**src/rtl/nes_palette_ctrl.sv**
```systemverilog
// Palette RAM controller: video lookups own the single RAM port, uploads fill the idle cycles.
// Latency: pixel valid 2 cycles after pix_ce_n; an accepted entry is written 1-2 cycles after its odd byte.
// Backpressure: load_ready drops while a built entry waits for a free RAM cycle (at most 1 stall cycle).
//
// Ports:
//   clk, reset                   clock, asynchronous active-high reset
//   pix_ce_n, color -> pixel     per-pixel lookup (strobe is active high despite its name)
//   load_start/valid/addr/data/done, load_ready   HPS upload byte stream (entry = addr[6:1], byte = addr[0])
//   use_custom, load_err         custom palette complete / sticky dropped-byte or incomplete-upload flag
//   ram_addr/we/wdata/rdata      single-port synchronous RAM, 1-cycle read latency
// Optional feature macro PALETTE_READBACK_EN adds rb_req/rb_addr/rb_ack/rb_data so the HPS can read
// entries back; it gets the RAM only when neither video nor a pending write wants it.
module nes_palette_ctrl #(
    parameter int ENTRIES = 64,
    parameter int CW      = 15,
    localparam int AW     = $clog2(ENTRIES)
) (
    input  logic          clk,
    input  logic          reset,
    input  logic          pix_ce_n,
    input  logic [AW-1:0] color,
    output logic [CW-1:0] pixel,
    input  logic          load_start,
    input  logic          load_valid,
    output logic          load_ready,
    input  logic [AW:0]   load_addr,
    input  logic [7:0]    load_data,
    input  logic          load_done,
    output logic          use_custom,
    output logic          load_err,
`ifdef PALETTE_READBACK_EN
    input  logic          rb_req,
    input  logic [AW-1:0] rb_addr,
    output logic          rb_ack,
    output logic [CW-1:0] rb_data,
`endif
    output logic [AW-1:0] ram_addr,
    output logic          ram_we,
    output logic [CW-1:0] ram_wdata,
    input  logic [CW-1:0] ram_rdata
);

    localparam logic [1:0] S_IDLE = 2'd0;   // waiting for a low byte
    localparam logic [1:0] S_LOW  = 2'd1;   // low byte held, waiting for its high byte
    localparam logic [1:0] S_PEND = 2'd2;   // full word built, waiting for a RAM cycle

    logic [1:0]         state;
    logic [AW-1:0]      wr_idx;
    logic [7:0]         low_byte;
    logic [CW-1:0]      wr_word;
    logic [ENTRIES-1:0] mask;
    logic               done_pend;
    logic               vid_d;

    logic               xfer;
    logic               odd_byte;
    logic               same_entry;
    logic               wr_go;
    logic               done_req;

    assign load_ready = (state != S_PEND);
    // load_start resets the upload, so a byte offered in the same cycle is not taken.
    assign xfer       = load_valid && load_ready && !load_start;
    assign odd_byte   = load_addr[0];
    assign same_entry = (load_addr[AW:1] == wr_idx);
    assign wr_go      = (state == S_PEND) && !pix_ce_n;
    assign done_req   = load_done || done_pend;
    assign ram_wdata  = wr_word;

`ifdef PALETTE_READBACK_EN
    logic rb_busy;
    logic rb_d1;
    logic rb_issue;

    // Lowest priority: only when video is quiet and no built entry is waiting.
    assign rb_issue = rb_req && !rb_busy && !pix_ce_n && (state != S_PEND);
`endif

    // RAM port arbitration: video > pending write (> readback).
    always_comb begin
        ram_we   = 1'b0;
        ram_addr = '0;
        if (pix_ce_n) begin
            ram_addr = color;
        end else if (wr_go) begin
            ram_we   = 1'b1;
            ram_addr = wr_idx;
        end
`ifdef PALETTE_READBACK_EN
        else if (rb_issue) begin
            ram_addr = rb_addr;
        end
`endif
    end

    // Read data is valid the cycle after the strobe; capture it then.
    always_ff @(posedge clk or posedge reset) begin
        if (reset) begin
            vid_d <= 1'b0;
            pixel <= '0;
        end else begin
            vid_d <= pix_ce_n;
            if (vid_d) begin
                pixel <= ram_rdata;
            end
        end
    end

    always_ff @(posedge clk or posedge reset) begin
        if (reset) begin
            state      <= S_IDLE;
            wr_idx     <= '0;
            low_byte   <= '0;
            wr_word    <= '0;
            mask       <= '0;
            done_pend  <= 1'b0;
            use_custom <= 1'b0;
            load_err   <= 1'b0;
        end else if (load_start) begin
            state      <= S_IDLE;
            mask       <= '0;
            done_pend  <= 1'b0;
            use_custom <= 1'b0;
            load_err   <= 1'b0;
        end else begin
            case (state)
                S_IDLE: begin
                    if (xfer) begin
                        if (!odd_byte) begin
                            low_byte <= load_data;
                            wr_idx   <= load_addr[AW:1];
                            state    <= S_LOW;
                        end else begin
                            load_err <= 1'b1;
                        end
                    end
                end
                S_LOW: begin
                    if (xfer) begin
                        if (!odd_byte) begin
                            // A second low byte supersedes the first; the first is lost.
                            low_byte <= load_data;
                            wr_idx   <= load_addr[AW:1];
                            load_err <= 1'b1;
                        end else if (same_entry) begin
                            // Top bit of the high byte has no home in a 15-bit colour.
                            wr_word <= {load_data[CW-9:0], low_byte};
                            state   <= S_PEND;
                        end else begin
                            load_err <= 1'b1;
                            state    <= S_IDLE;
                        end
                    end
                end
                S_PEND: begin
                    if (!pix_ce_n) begin
                        mask[wr_idx] <= 1'b1;
                        state        <= S_IDLE;
                    end
                end
                default: state <= S_IDLE;
            endcase

            // A done arriving while a write is pending waits for that write to land in the mask.
            if (done_req) begin
                if (state == S_PEND) begin
                    done_pend <= 1'b1;
                end else begin
                    done_pend <= 1'b0;
                    if (&mask) begin
                        use_custom <= 1'b1;
                    end else begin
                        use_custom <= 1'b0;
                        load_err   <= 1'b1;
                    end
                end
            end
        end
    end

`ifdef PALETTE_READBACK_EN
    // Issue -> RAM data next cycle -> registered ack/data the cycle after.
    always_ff @(posedge clk or posedge reset) begin
        if (reset) begin
            rb_busy <= 1'b0;
            rb_d1   <= 1'b0;
            rb_ack  <= 1'b0;
            rb_data <= '0;
        end else begin
            rb_d1  <= rb_issue;
            rb_ack <= rb_d1;
            if (rb_d1) begin
                rb_data <= ram_rdata;
            end
            if (rb_issue) begin
                rb_busy <= 1'b1;
            end else if (rb_ack) begin
                rb_busy <= 1'b0;
            end
        end
    end
`endif

endmodule

```
**config.mk**
```make
export PLATFORM = sky130hd
export DESIGN_NAME = nes_palette_ctrl
export DESIGN_NICKNAME = d
export VERILOG_FILES = /design/src/rtl/nes_palette_ctrl.sv
export SDC_FILE = /design/constraint.sdc
export NUM_CORES = 1
export LEC_CHECK = 0
export BUFFER_PORTS_ARGS = -buffer_cell sky130_fd_sc_hd__clkbuf_2
export CORE_MARGIN = 2
export CORE_UTILIZATION = 60
export CTS_CLUSTER_SIZE = 40
export DETAILED_ROUTE_END_ITERATION = 10
export GPL_TIMING_DRIVEN = 0
export PLACE_DENSITY = 0.86
export SYNTH_ARGS = -nofsm -noshare
export SYNTH_HDL_FRONTEND = slang
export SYNTH_SLANG_ARGS = --single-unit
```
**constraint.sdc**
```tcl
create_clock -name clk -period 10.38 [get_ports clk]
set_input_delay 2.076 -clock clk [delete_from_list [all_inputs] [get_ports clk]]
set_output_delay 2.076 -clock clk [all_outputs]
set_load 0.005 [all_outputs]
```
==> flow_summary.html <==
<table>
<tr><th>Metric</th><th>Value</th></tr>
<tr><th colspan="2">Power</th></tr>
<tr><td>Combinational group share of total power</td><td>8.7%</td></tr>
<tr><td>Share of total power in the clock network</td><td>51.2%</td></tr>
<tr><td>P_sw</td><td>0.297 mW</td></tr>
<tr><td>Pwr per Cell Area</td><td>206 nW/um^2</td></tr>
<tr><td>Peak supply drop</td><td>0.161 mV</td></tr>
<tr><td>Internal power</td><td>0.898 mW</td></tr>
<tr><td>Leakage power summed over all cells</td><td>2.76 nW</td></tr>
<tr><td>Seq pwr share</td><td>40.1%</td></tr>
<tr><td>Sw Share</td><td>24.9%</td></tr>
<tr><th colspan="2">Route</th></tr>
<tr><td>Average wire length per cell after detail routing</td><td>19.9 microns</td></tr>
<tr><td>Iteration-0 DRC Markers</td><td>344</td></tr>
<tr><td>Met2 routed wirelength</td><td>6440 microns</td></tr>
<tr><td>Antenna violation net count after detailed routing</td><td>0</td></tr>
<tr><td>Max Used Layer</td><td>met4</td></tr>
<tr><td>Post-detailed-routing wire length</td><td>12400 microns</td></tr>
<tr><td>Post-route DRC</td><td>0</td></tr>
<tr><td>Routed met3 length</td><td>957 microns</td></tr>
<tr><td>Via count</td><td>3763</td></tr>
<tr><td>Ratio of routed vias to standard cells</td><td>6.05</td></tr>
<tr><td>Routed length on met1</td><td>4580 microns</td></tr>
<tr><td>First-pass iteration count of the detailed router</td><td>5</td></tr>
<tr><th colspan="2">STA</th></tr>
<tr><td>Part of the cycle the worst path needs</td><td>48.4%</td></tr>
<tr><td>Min setup slack post-route</td><td>5.36 ns</td></tr>
<tr><td>Minimum period implied by the final worst setup slack</td><td>5.02 ns</td></tr>
<tr><td>Count of pins over their slew limit</td><td>0</td></tr>
<tr><td>Setup repair after global routing missed its margin</td><td>no</td></tr>
<tr><td>Number of hold-slack violations in the final timing report</td><td>0</td></tr>
<tr><td>Actual slew at the worst max-slew pin</td><td>0.981 ns</td></tr>
<tr><td>Final Skew</td><td>0.00773 ns</td></tr>
<tr><td>Setup violators final</td><td>0</td></tr>
<tr><td>Final sum of negative setup slack</td><td>0 ns</td></tr>
<tr><td>Max-Slew Margin vs Limit</td><td>34.4%</td></tr>
<tr><td>Max frequency</td><td>199 MHz</td></tr>
<tr><th colspan="2">CTS</th></tr>
<tr><td>Number of post-CTS setup repair buffers</td><td>0</td></tr>
<tr><td>Maximum level of the CTS H-tree</td><td>4</td></tr>
<tr><td>Number of instances resized during post-cts repair</td><td>0</td></tr>
<tr><td>Root cell of the clock tree</td><td>clkbuf_8</td></tr>
<tr><td>Clock Latency Late Sink</td><td>0.53 ns</td></tr>
<tr><td>Clock buffer count from CTS</td><td>17</td></tr>
<tr><td>TritonCTS clock tree</td><td>yes</td></tr>
<tr><td>Hold-fix buffers, CTS</td><td>0</td></tr>
<tr><td>Number of sinks on the clock net</td><td>114</td></tr>
<tr><td>Clock transition at the registers of the reported paths</td><td>0.05 ns</td></tr>
<tr><td>Number of buffers on the longest clock path</td><td>2</td></tr>
<tr><th colspan="2">Logic synthesis</th></tr>
<tr><td>Post-Syn Area</td><td>4630 sq um</td></tr>
<tr><td>Fraction of registers with async set/reset</td><td>100%</td></tr>
<tr><td>Mean area per synthesized cell</td><td>11.4 sq um</td></tr>
<tr><td>Area fraction in and, or, nand and nor cells after synthesis</td><td>15.0%</td></tr>
<tr><td>Multiplexer fraction of the synthesized cell area</td><td>11.5%</td></tr>
<tr><td>Number of distinct library cell variants in the gate-level netlist after synthesis</td><td>32</td></tr>
<tr><td>Syn. warnings</td><td>0</td></tr>
<tr><td>Top FF cell, synth</td><td>dfrtp_1</td></tr>
<tr><td>Number of enable-type register cells in the synthesized netlist</td><td>0</td></tr>
<tr><td>Net Count, Synth</td><td>449</td></tr>
<tr><td>Sequential area share after synthesis</td><td>61.6%</td></tr>
<tr><td>Main combinational cell family by area after synthesis</td><td>simple AND/OR/NAND/NOR gates</td></tr>
<tr><td>Instance count of the mapped netlist</td><td>407</td></tr>
<tr><td>Fraction of the mapped netlist area in compound gates</td><td>8.35%</td></tr>
<tr><td>Fraction of synthesized cell area in xor and xnor cells</td><td>1.32%</td></tr>
<tr><td>Post-synthesis adder-cell area fraction</td><td>0%</td></tr>
<tr><td>Number of synthesized register bits</td><td>114</td></tr>
<tr><th colspan="2">Run</th></tr>
<tr><td>Maximum Capacitance Violations</td><td>0</td></tr>
<tr><th colspan="2">Layout</th></tr>
<tr><td>Net count, final</td><td>549</td></tr>
<tr><td>Count of fill cells added during filler insertion</td><td>455</td></tr>
<tr><td>Fraction of final layout cells sized beyond drive strength 1</td><td>32.7%</td></tr>
<tr><td>Diodes inserted</td><td>0</td></tr>
<tr><td>Layout Utilization</td><td>76.4%</td></tr>
<tr><td>Most frequent standard cell in the layout excluding fill and tap cells</td><td>dfrtp_1</td></tr>
<tr><td>Most used cells in the layout excluding fill and tap cells</td><td>dfrtp_1, clkbuf_2, nor2_1</td></tr>
<tr><td>Post-route cell area</td><td>5810 sq um</td></tr>
<tr><td>Synthesis-to-layout area growth</td><td>25.5%</td></tr>
<tr><th colspan="2">Setup path</th></tr>
<tr><td>Reg2reg start</td><td>state[0]</td></tr>
<tr><td>Critical Path End Type</td><td>output port</td></tr>
<tr><td>Required time at the endpoint of the critical path</td><td>8.30 ns</td></tr>
<tr><td>CP Launch Type</td><td>input port</td></tr>
<tr><td>R2R cell count</td><td>5</td></tr>
<tr><td>Worst setup path class</td><td>in2out</td></tr>
<tr><td>Worst path bufs/invs</td><td>2</td></tr>
<tr><td>R2R Path End</td><td>mask[52]</td></tr>
<tr><td>Slack of the worst reg-to-reg path</td><td>8.19 ns</td></tr>
<tr><td>Worst setup path startpoint</td><td>pix_ce_n</td></tr>
<tr><td>End point of the critical path</td><td>ram_addr[0]</td></tr>
<tr><td>Highest net fanout along the worst path</td><td>6</td></tr>
<tr><td>Critical Path Max Stage Delay</td><td>0.28 ns</td></tr>
<tr><td>Cell at the slowest stage of the critical path</td><td>nor3b_2</td></tr>
<tr><td>CP delay by family, top</td><td>simple AND/OR/NAND/NOR gates</td></tr>
<tr><td>Worst path cell trace</td><td>clkbuf_2 &gt; nor3b_2 &gt; nand2_1 &gt; nand2_1 &gt; clkbuf_2</td></tr>
<tr><td>Worst endpoint data arrival time</td><td>2.95 ns</td></tr>
<tr><td>Crit path depth</td><td>5</td></tr>
<tr><th colspan="2">Die</th></tr>
<tr><td>Placeable Area</td><td>7610 sq um</td></tr>
<tr><td>Number of top-level pins</td><td>82</td></tr>
<tr><td>Std cell rows</td><td>32</td></tr>
<tr><td>Width of the die</td><td>91.9 microns</td></tr>
<tr><td>Die Span Y</td><td>91.9 microns</td></tr>
<tr><td>Die area</td><td>8440 sq um</td></tr>
<tr><td>Initial standard-cell utilization of the core</td><td>60.9%</td></tr>
<tr><th colspan="2">GRT</th></tr>
<tr><td>Total global-route track usage</td><td>31.0%</td></tr>
<tr><td>Maximum number of pins on one net before global-route repair</td><td>61</td></tr>
<tr><td>Wire length of the first global-routing pass</td><td>19700 microns</td></tr>
<tr><td>Number of antenna violations at the first check in global routing</td><td>0</td></tr>
<tr><td>Vias in the first global route</td><td>3757</td></tr>
<tr><td>Grt total ovfl</td><td>0</td></tr>
<tr><th colspan="2">Worst hold path</th></tr>
<tr><td>Class of the tightest hold or removal check</td><td>reg2reg</td></tr>
<tr><th colspan="2">Placed design</th></tr>
<tr><td>Worst setup slack after placement</td><td>5.42 ns</td></tr>
<tr><td>Instance area at placement</td><td>5190 sq um</td></tr>
<tr><td>Estimated wirelength of the detail-placed design</td><td>7520 microns</td></tr>
<tr><td>Routability cong.</td><td>0.858</td></tr>
<tr><td>Number of buffers added on ports</td><td>80</td></tr>
<tr><th colspan="2">Status</th></tr>
<tr><td>Result of the run</td><td>completed</td></tr>
</table>
[sequential cells by signal, summed over array words and instances, names as in the netlist]
name and cells:
vid_d 1, state 2, ram_wdata 15, mask 64, low_byte 8, wr_idx 6, done_pend 1, load_err 1
use_custom 1, pixel 15
[logic make-up after synthesis]
logic type	count (synthesis)
AND/OR/NAND/NOR	143
multiplexers	44
XOR/XNOR	7
AO/OA/AOI/OAI	75
flip-flops	114
buffers and inverters	24
[cell usage after synthesis, drive strengths merged, types with 2 or more instances]
cell,number,area (sq um)
nor2,77,289
nor3b,5,47.5
clkbuf,16,60.1
nand2,20,77.6
o21ai,6,30.0
a21oi,63,315
nand4,17,106
nand3,2,10.0
dfrtp,114,2850
nor3,5,40.0
nor4,6,50.0
and3,2,12.5
mux2,44,533
inv,2,7.51
buf,6,36.3
xnor2,7,61.3
nand2b,3,18.8
nor2b,4,25.0
a31oi,3,18.8
[area by class of cell]
cell class	instances	area (sq um)	share of cell area, %
plain buffers	22	96.3	1.66
clock buffers	17	414	7.12
clock inverters	15	209	3.59
inverters	2	10.0	0.172
multi-input cells	269	1680	28.8
flip-flops and latches	114	2850	49.1
well taps	102	128	2.20
repair buffers	81	428	7.36
[worst min path at each step]
stage               startpoint  endpoint  slack [ns]  cells past startpoint
global route          mask[14]  mask[14]        0.52                      2
detailed placement    mask[27]  mask[27]        0.49                      2
global placement      mask[12]  mask[12]        0.48                      2
CTS                   mask[40]  mask[40]        0.50                      2
floorplan              mask[0]   mask[0]        0.46                      2
finish                mask[40]  mask[40]        0.50                      2
[per-stage QoR]
step	std cells	total power, mW	hold WS (ns)
after floorplan	407	0.546	0.462
after global placement	589	0.578	0.476
after detailed placement	590	0.587	0.486
after CTS	622	1.20	0.501
after global routing	622	1.23	0.517
final	622	1.20	0.496
[metal layers]
metal | vias to the layer above | track usage, %
met5 | - | 0
met4 | 0 | 11.7
met3 | 41 | 9.20
met2 | 216 | 51.2
met1 | 1887 | 39.1
li1 | 1619 | -
[power groups by stage]
stage,clock [mW],combinational (mW),sequential (mW)
floorplan,0,0.0628,0.483
CTS,0.614,0.104,0.479
detailed placement,0,0.101,0.486
finish,0.612,0.104,0.479
global route,0.636,0.112,0.481
global placement,0,0.0945,0.484
[worst register-to-register path: cells and delay by family (launching register included)]
family | cells | cell delay (ns)
AOI/OAI and AO/OA | 1 | 0.16
DFF | 1 | 0.47
and+or+nand+nor | 4 | 1.47
Power figures use the tool's default switching activity.
